`src/rtl/vga_timing_gen.sv`:
```
// 640x480@60 Hz VGA raster generator: a free-running prescaler supplies the
// half-rate pixel advance, and the registered beam counters are decoded into sync/display flags.
module vga_timing_gen #(
    parameter int   CNT_WIDTH   = 24,
    parameter int   H_VISIBLE   = 640,
    parameter int   H_FP        = 16,
    parameter int   H_SYNC      = 96,
    parameter int   H_BP        = 48,
    parameter int   V_VISIBLE   = 480,
    parameter int   V_FP        = 10,
    parameter int   V_SYNC      = 2,
    parameter int   V_BP        = 33,
    parameter logic SYNC_ACTIVE = 1'b0
) (
    input  logic                 clock,
    input  logic                 reset,
    output logic [CNT_WIDTH-1:0] count,
    output logic                 pix_tick,
    output logic [9:0]           hcount,
    output logic [9:0]           vcount,
    output logic                 hsync,
    output logic                 vsync,
    output logic                 in_disp_area,
    output logic                 frame_tick
);

    localparam int H_TOTAL = H_VISIBLE + H_FP + H_SYNC + H_BP;
    localparam int V_TOTAL = V_VISIBLE + V_FP + V_SYNC + V_BP;

    localparam logic [9:0] H_LAST   = 10'(H_TOTAL - 1);
    localparam logic [9:0] V_LAST   = 10'(V_TOTAL - 1);
    localparam logic [9:0] HS_START = 10'(H_VISIBLE + H_FP);
    localparam logic [9:0] HS_END   = 10'(H_VISIBLE + H_FP + H_SYNC);
    localparam logic [9:0] VS_START = 10'(V_VISIBLE + V_FP);
    localparam logic [9:0] VS_END   = 10'(V_VISIBLE + V_FP + V_SYNC);
    localparam logic [9:0] H_VIS    = 10'(H_VISIBLE);
    localparam logic [9:0] V_VIS    = 10'(V_VISIBLE);
    localparam logic [9:0] H_FT     = 10'(H_VISIBLE - 1);
    localparam logic [9:0] V_FT     = 10'(V_VISIBLE - 1);

    logic [CNT_WIDTH-1:0] count_q,  count_d;
    logic [9:0]           hcount_q, hcount_d;
    logic [9:0]           vcount_q, vcount_d;

    always_comb begin
        count_d  = count_q + CNT_WIDTH'(1);
        hcount_d = hcount_q;
        vcount_d = vcount_q;
        // The >= tests also fold any unreachable out-of-range value back to 0.
        if (count_q[0]) begin
            if (hcount_q >= H_LAST) begin
                hcount_d = '0;
                if (vcount_q >= V_LAST) begin
                    vcount_d = '0;
                end else begin
                    vcount_d = vcount_q + 10'd1;
                end
            end else begin
                hcount_d = hcount_q + 10'd1;
            end
        end
    end

    always_ff @(posedge clock or posedge reset) begin
        if (reset) begin
            count_q  <= '0;
            hcount_q <= '0;
            vcount_q <= '0;
        end else begin
            count_q  <= count_d;
            hcount_q <= hcount_d;
            vcount_q <= vcount_d;
        end
    end

    // Pure decodes of the registered counters, so they move only on pixel advances.
    always_comb begin
        count        = count_q;
        pix_tick     = count_q[0];
        hcount       = hcount_q;
        vcount       = vcount_q;
        hsync        = (hcount_q >= HS_START && hcount_q < HS_END) ? SYNC_ACTIVE : ~SYNC_ACTIVE;
        vsync        = (vcount_q >= VS_START && vcount_q < VS_END) ? SYNC_ACTIVE : ~SYNC_ACTIVE;
        in_disp_area = (hcount_q < H_VIS) && (vcount_q < V_VIS);
        frame_tick   = (hcount_q == H_FT) && (vcount_q == V_FT);
    end

endmodule

```
`config.mk`:
```
export PLATFORM = sky130hd
export DESIGN_NAME = vga_timing_gen
export DESIGN_NICKNAME = d
export VERILOG_FILES = /design/src/rtl/vga_timing_gen.sv
export SDC_FILE = /design/constraint.sdc
export NUM_CORES = 1
export LEC_CHECK = 0
export ABC_AREA = 1
export ABC_CLOCK_PERIOD_IN_PS = 2150
export CAP_MARGIN = 20
export CORE_MARGIN = 10
export CORE_UTILIZATION = 40
export DETAILED_ROUTE_END_ITERATION = 8
export GPL_TIMING_DRIVEN = 0
export PLACE_DENSITY = 0.72
export SYNTH_ARGS = -nofsm -noshare
export SYNTH_HDL_FRONTEND = slang
export SYNTH_SLANG_ARGS = --single-unit
```
`constraint.sdc`:
```
create_clock -name clock -period 2.15 [get_ports clock]
set_clock_uncertainty 0.1 [all_clocks]
set_input_delay 0.43 -clock clock [delete_from_list [all_inputs] [get_ports clock]]
set_output_delay 0.43 -clock clock [all_outputs]
set_load 0.1 [all_outputs]
```
[Word level (Yosys, flattened, before mapping)]
Index checks and enable logic that the tools add are counted.
Widths: inputs -> output; s select.
Storage, ports and cells
  register bits: 44
  latch bits: 0
  bits in writable memories: 0
  bits in read-only memories: 0
  bits of input ports: 2
  output and inout bits: 49
  memories kept: 0
Operators by class
  add/sub/neg operators: 3
  multiply operators: 0
  div/mod/pow operators: 0
  $lt $le $gt $ge: 8
  equality and inequality tests: 2
  shift-type cells: 0
  mux-type cells: 4
  bitwise logic cells: 0
  reduce and logical (&&, ||, !) cells: 5
Operators by type and width (number)
  $ge 10x10->1 const B: 3
  $add 24x1->24 const B: 1
  $add 10x1->10 const B: 2
  $lt 10x10->1 const B: 2
  $lt 10x9->1 const B: 2
  $mux 10: 2
  $eq 10x10->1 const B: 1
  $eq 10x9->1 const B: 1
  $ge 10x9->1 const B: 1
  $logic_and 1x1->1: 4
  $mux 1: 2
  $reduce_and 2->1: 1

[Logic depth before layout (Yosys ltp)]
  depth after elaboration: 3
  mapped depth: 9
  depth with buffers taken out: 9

[Least setup slack after synthesis]
OpenSTA, ideal clock, no wires.
  path kind: reg-to-output
  start: reg hcount_q[8], in the netlist hcount[8]
  end: out in_disp_area
  arrival time: 4.076 ns
  data required time: 1.620 ns
  path slack: -2.456 ns
  stages on the path, launching flop included: 4
  buffers on the path: 0
  path through: dfrtp_1 or2_2 nor2_1 nor4_1
On the way
  word-level cells in the longest chain between the ends: 2
Ends and longest elaborated chain
  start: declaration: line 42  | logic [9:0] hcount_q, hcount_d;
  start signal: assignment: line 71  | hcount_q <= hcount_d;
  $lt 10x10->1: line 84  | in_disp_area = (hcount_q < H_VIS) && (vcount_q < V_VIS);
  $logic_and 1x1->1: line 84
  end: declaration: line 23  | output logic in_disp_area,
Every way passes these cells.

[Final worst setup path]
  start: reg hcount_q[8], in the netlist hcount[8]
  end: out frame_tick
On the way
  word-level cells in the longest chain between the ends: 2
Ends and longest elaborated chain
  $eq 10x10->1: line 85  | frame_tick = (hcount_q == H_FT) && (vcount_q == V_FT);
  $logic_and 1x1->1: line 85
  end: declaration: line 24  | output logic frame_tick
Every way passes these cells.

==> parameters.txt <==
Parameter                              Value

Clock tree
  CTS Buf Count ... 5
  Number of setup buffers added after CTS ... 0
  Root buffer cell ... sky130_fd_sc_hd__clkbuf_8
  Clk_lat worst skew ... 0.30 ns
  Clock slew at reported path FFs ... 0.10 ns
  Clk buf depth ... 2
  TritonCTS clock tree ... yes
  Deepest level of the CTS H-tree ... 2
  Clock tree sinks ... 44

Global routing
  Pin count of the biggest net entering global routing ... 33
  Number of global-route vias before repair ... 2322
  Global-route wire length before repair ... 11000 µm
  Gr ovfl total ... 0
  Aggregate global-route resource usage ... 13.1%
  Number of antenna violations at the first check in global routing ... 0

Logic synthesis
  Multiplexer fraction of the synthesized cell area ... 0%
  Post-Synthesis Net Count ... 335
  Leading area contributor after synthesis ... sky130_fd_sc_hd__dfrtp_1
  Synthesized area per cell ... 7.68 µm²
  Ranking of synthesized cells by area ... sky130_fd_sc_hd__dfrtp_1, sky130_fd_sc_hd__nand2_1, sky130_fd_sc_hd__nor2_1
  Compound-cell area share of the yosys netlist ... 2.73%
  Largest family of logic cells by synthesized area ... simple AND/OR/NAND/NOR gates
  Register area share after synthesis ... 43.7%
  Netlist area before placement ... 0.00252 mm²
  XOR/XNOR Fraction of Synth Area ... 8.00%
  Seq cells post-synth ... 44
  Number of distinct library cells after synthesis ... 29
  Warnings from Yosys ... 0
  Area share of the largest cell type after synthesis ... 43.7%
  Adder and majority cell fraction of the synthesized area ... 2.49%
  Cell count after synthesis ... 328
  Simple-gate portion of the synthesized area ... 36.3%

Floorplanning
  Die outline width ... 99.3 µm
  Initial cell density of the core ... 41.8%
  Ports ... 51
  Height of the die ... 99.3 µm
  Area of the core ... 0.00603 mm²
  Die ar. ... 0.00987 mm²
  Row count ... 28

Drt
  Antenna violation net count after detailed routing ... 0
  Routed wire length ... 6270 µm
  Number of design rule violations left after detail routing ... 0
  Via Count ... 2267
  Post-DR vias/cell ... 4.91
  Pre-antenna DRT Iters ... 5
  Initial DRC count ... 60
  Average wire per standard cell ... 13.6 µm

Worst setup path
  Max stage delay cell, worst path ... sky130_fd_sc_hd__dfrtp_4
  Number of logic stages on the critical path including buffering ... 5
  Largest incremental delay on the critical path ... 0.52 ns
  Kind of end point of the critical path ... primary output
  Length in cells of the worst reg-to-reg path ... 6
  Ordered cell list for the critical path ... or2_4 -> nor3_2 -> nand4_1 -> nor2_4 -> buf_12
  CP required ... 1.62 ns
  Largest delay contributor family on the critical path ... simple AND/OR/NAND/NOR gates
  Critical path arrival ... 1.66 ns
  CP startpoint kind ... flop
  Worst Path Max Fanout ... 6
  Number of buffers and inverters on the critical path ... 1
  Type of the worst setup path ... reg2out

STA
  Unrepaired setup endpoints after global routing ... true
  Tmin final ... 2.19 ns
  Final-report hold violation count ... 0
  Number of endpoints failing setup at the final stage ... 2
  Setup ws final ... -0.0432 ns
  Worst slew pin tran ... 0.969 ns
  Rel. slew slack ... 35.7%
  Peak clock frequency supported by timing ... 456 MHz
  Post-route clock period utilization ... 102%
  Final-report max-slew violation count ... 0

Placement
  Number of port buffers ... 50
  Routability-driven placement congestion ratio ... 0.865
  Placement Cell Area ... 0.00328 mm²
  Detailed placement HPWL ... 4800 µm
  Worst slack at placement ... -0.693 ns

Power and ir drop
  Leakage power of the design ... 0.00154 µW
  Max rail drop VDD ... 0.261 mV
  Power consumption ... 1520 µW
  Total power per unit cell area ... 461 mW/mm²

Layout
  Final Instance Area ... 0.00329 mm²
  Most frequent cells in the layout ... sky130_fd_sc_hd__nand2_1, sky130_fd_sc_hd__nor2_1, sky130_fd_sc_hd__inv_1, sky130_fd_sc_hd__clkbuf_2, sky130_fd_sc_hd__dfrtp_1
  Layout cells sized above 1 ... 25.6%
  Most common library cell in the layout ignoring fill and taps ... sky130_fd_sc_hd__nand2_1
  Antenna diode count ... 0
  Relative area change from synthesis to final layout ... 30.6%
  Number of nets in the layout ... 393

Status
  Outcome ... finished with violations
  Violations in the final reports ... negative setup slack

Hold path
  Class of the tightest hold or removal check ... in2async

Run
  Total of max-cap violations ... 0
==> metrics by stage <==
stage,utilization [%],hold slack (ns),TNS (ns),cells
after floorplan,-,0.598,-1.23,328
after global placement,54.2,0.375,-19.75,453
after detailed placement,54.5,0.381,-2.25,454
after CTS,56.5,0.305,-0.0382,462
after global routing,54.6,0.331,-0.155,462
final,54.6,0.296,-0.0717,462
==> state kept, by name (all words and copies together) (netlist names) <==
signal,cells
count,24
hcount,10
vcount,10
==> metal layers <==
| layer | wire length (µm) | part of all wire (%) | GRT usage [%] |
|---|---|---|---|
| met1 | 2680 | 43 | 15.2 |
| met2 | 3090 | 49 | 22.4 |
| met3 | 467 | 7.4 | 5.33 |
| met4 | 30 | 0.48 | 2.43 |
| met5 | 0 | 0 | 0 |
==> path summary, 6_finish.rpt <==
path	from	endpoint	slack (ns)
setup / recovery	hcount[8]$_DFFE_PP0P_	frame_tick	-0.04
hold / removal	reset	count[20]$_DFF_PP0_	0.30
setup reg to reg	count[0]$_DFF_PP0_	count[14]$_DFF_PP0_	0.45
hold reg to reg	count[23]$_DFF_PP0_	count[23]$_DFF_PP0_	0.39
max in group asynchronous	reset	vcount[6]$_DFFE_PP0P_	1.18
min in group clock	count[23]$_DFF_PP0_	count[23]$_DFF_PP0_	0.39
==> timing repair <==
| item | in CTS | in global routing |
|---|---|---|
| hold endpoints to repair | 0 | 0 |
| setup endpoints to repair | 49 | 38 |
| pin swaps | 2 | 1 |
| gates resized for setup | 109 | 39 |
| hold buffers | 0 | 0 |
==> cells by family (layout without fill, tap and decap cells) <==
logic type | Yosys count | in the layout
XOR/XNOR | 23 | 23
AO/OA/AOI/OAI | 12 | 12
buffers and inverters | 39 | 98
adder cells (fa/ha/maj) | 5 | 5
flip-flops | 44 | 44
AND/OR/NAND/NOR | 205 | 205
==> cell type report <==
type / count / area, µm²
Inverter: 33 / 124
Multi-Input combinational cell: 245 / 1340
Tap cell: 75 / 93.8
Timing Repair Buffer: 51 / 397
Clock buffer: 5 / 68.8
Sequential cell: 44 / 1160
Buffer: 6 / 57.6
Fill cell: 572 / 2740
Clock inverter: 3 / 47.5
==> cells in the mapped netlist (all sizes together) <==
cell,n
nor3b,1
ha,5
or2,1
xor2,15
nand3,18
buf,6
nor2,50
xnor2,8
a31oi,1
nor3,5
inv,32
o211ai,2
o21bai,1
nand4,8
o21ai,6
nand2,113
a21oi,2
dfrtp,44
nand3b,8
clkinv,1
nor4,1
==> power by group <==
group	total, µW	leakage, µW	switching [µW]	internal, µW
Clock	668	0.0000583	317	351
Combinational	22.0	0.000928	16.6	5.44
Sequential	826	0.000556	0	826
Power figures use the tool's default switching activity.
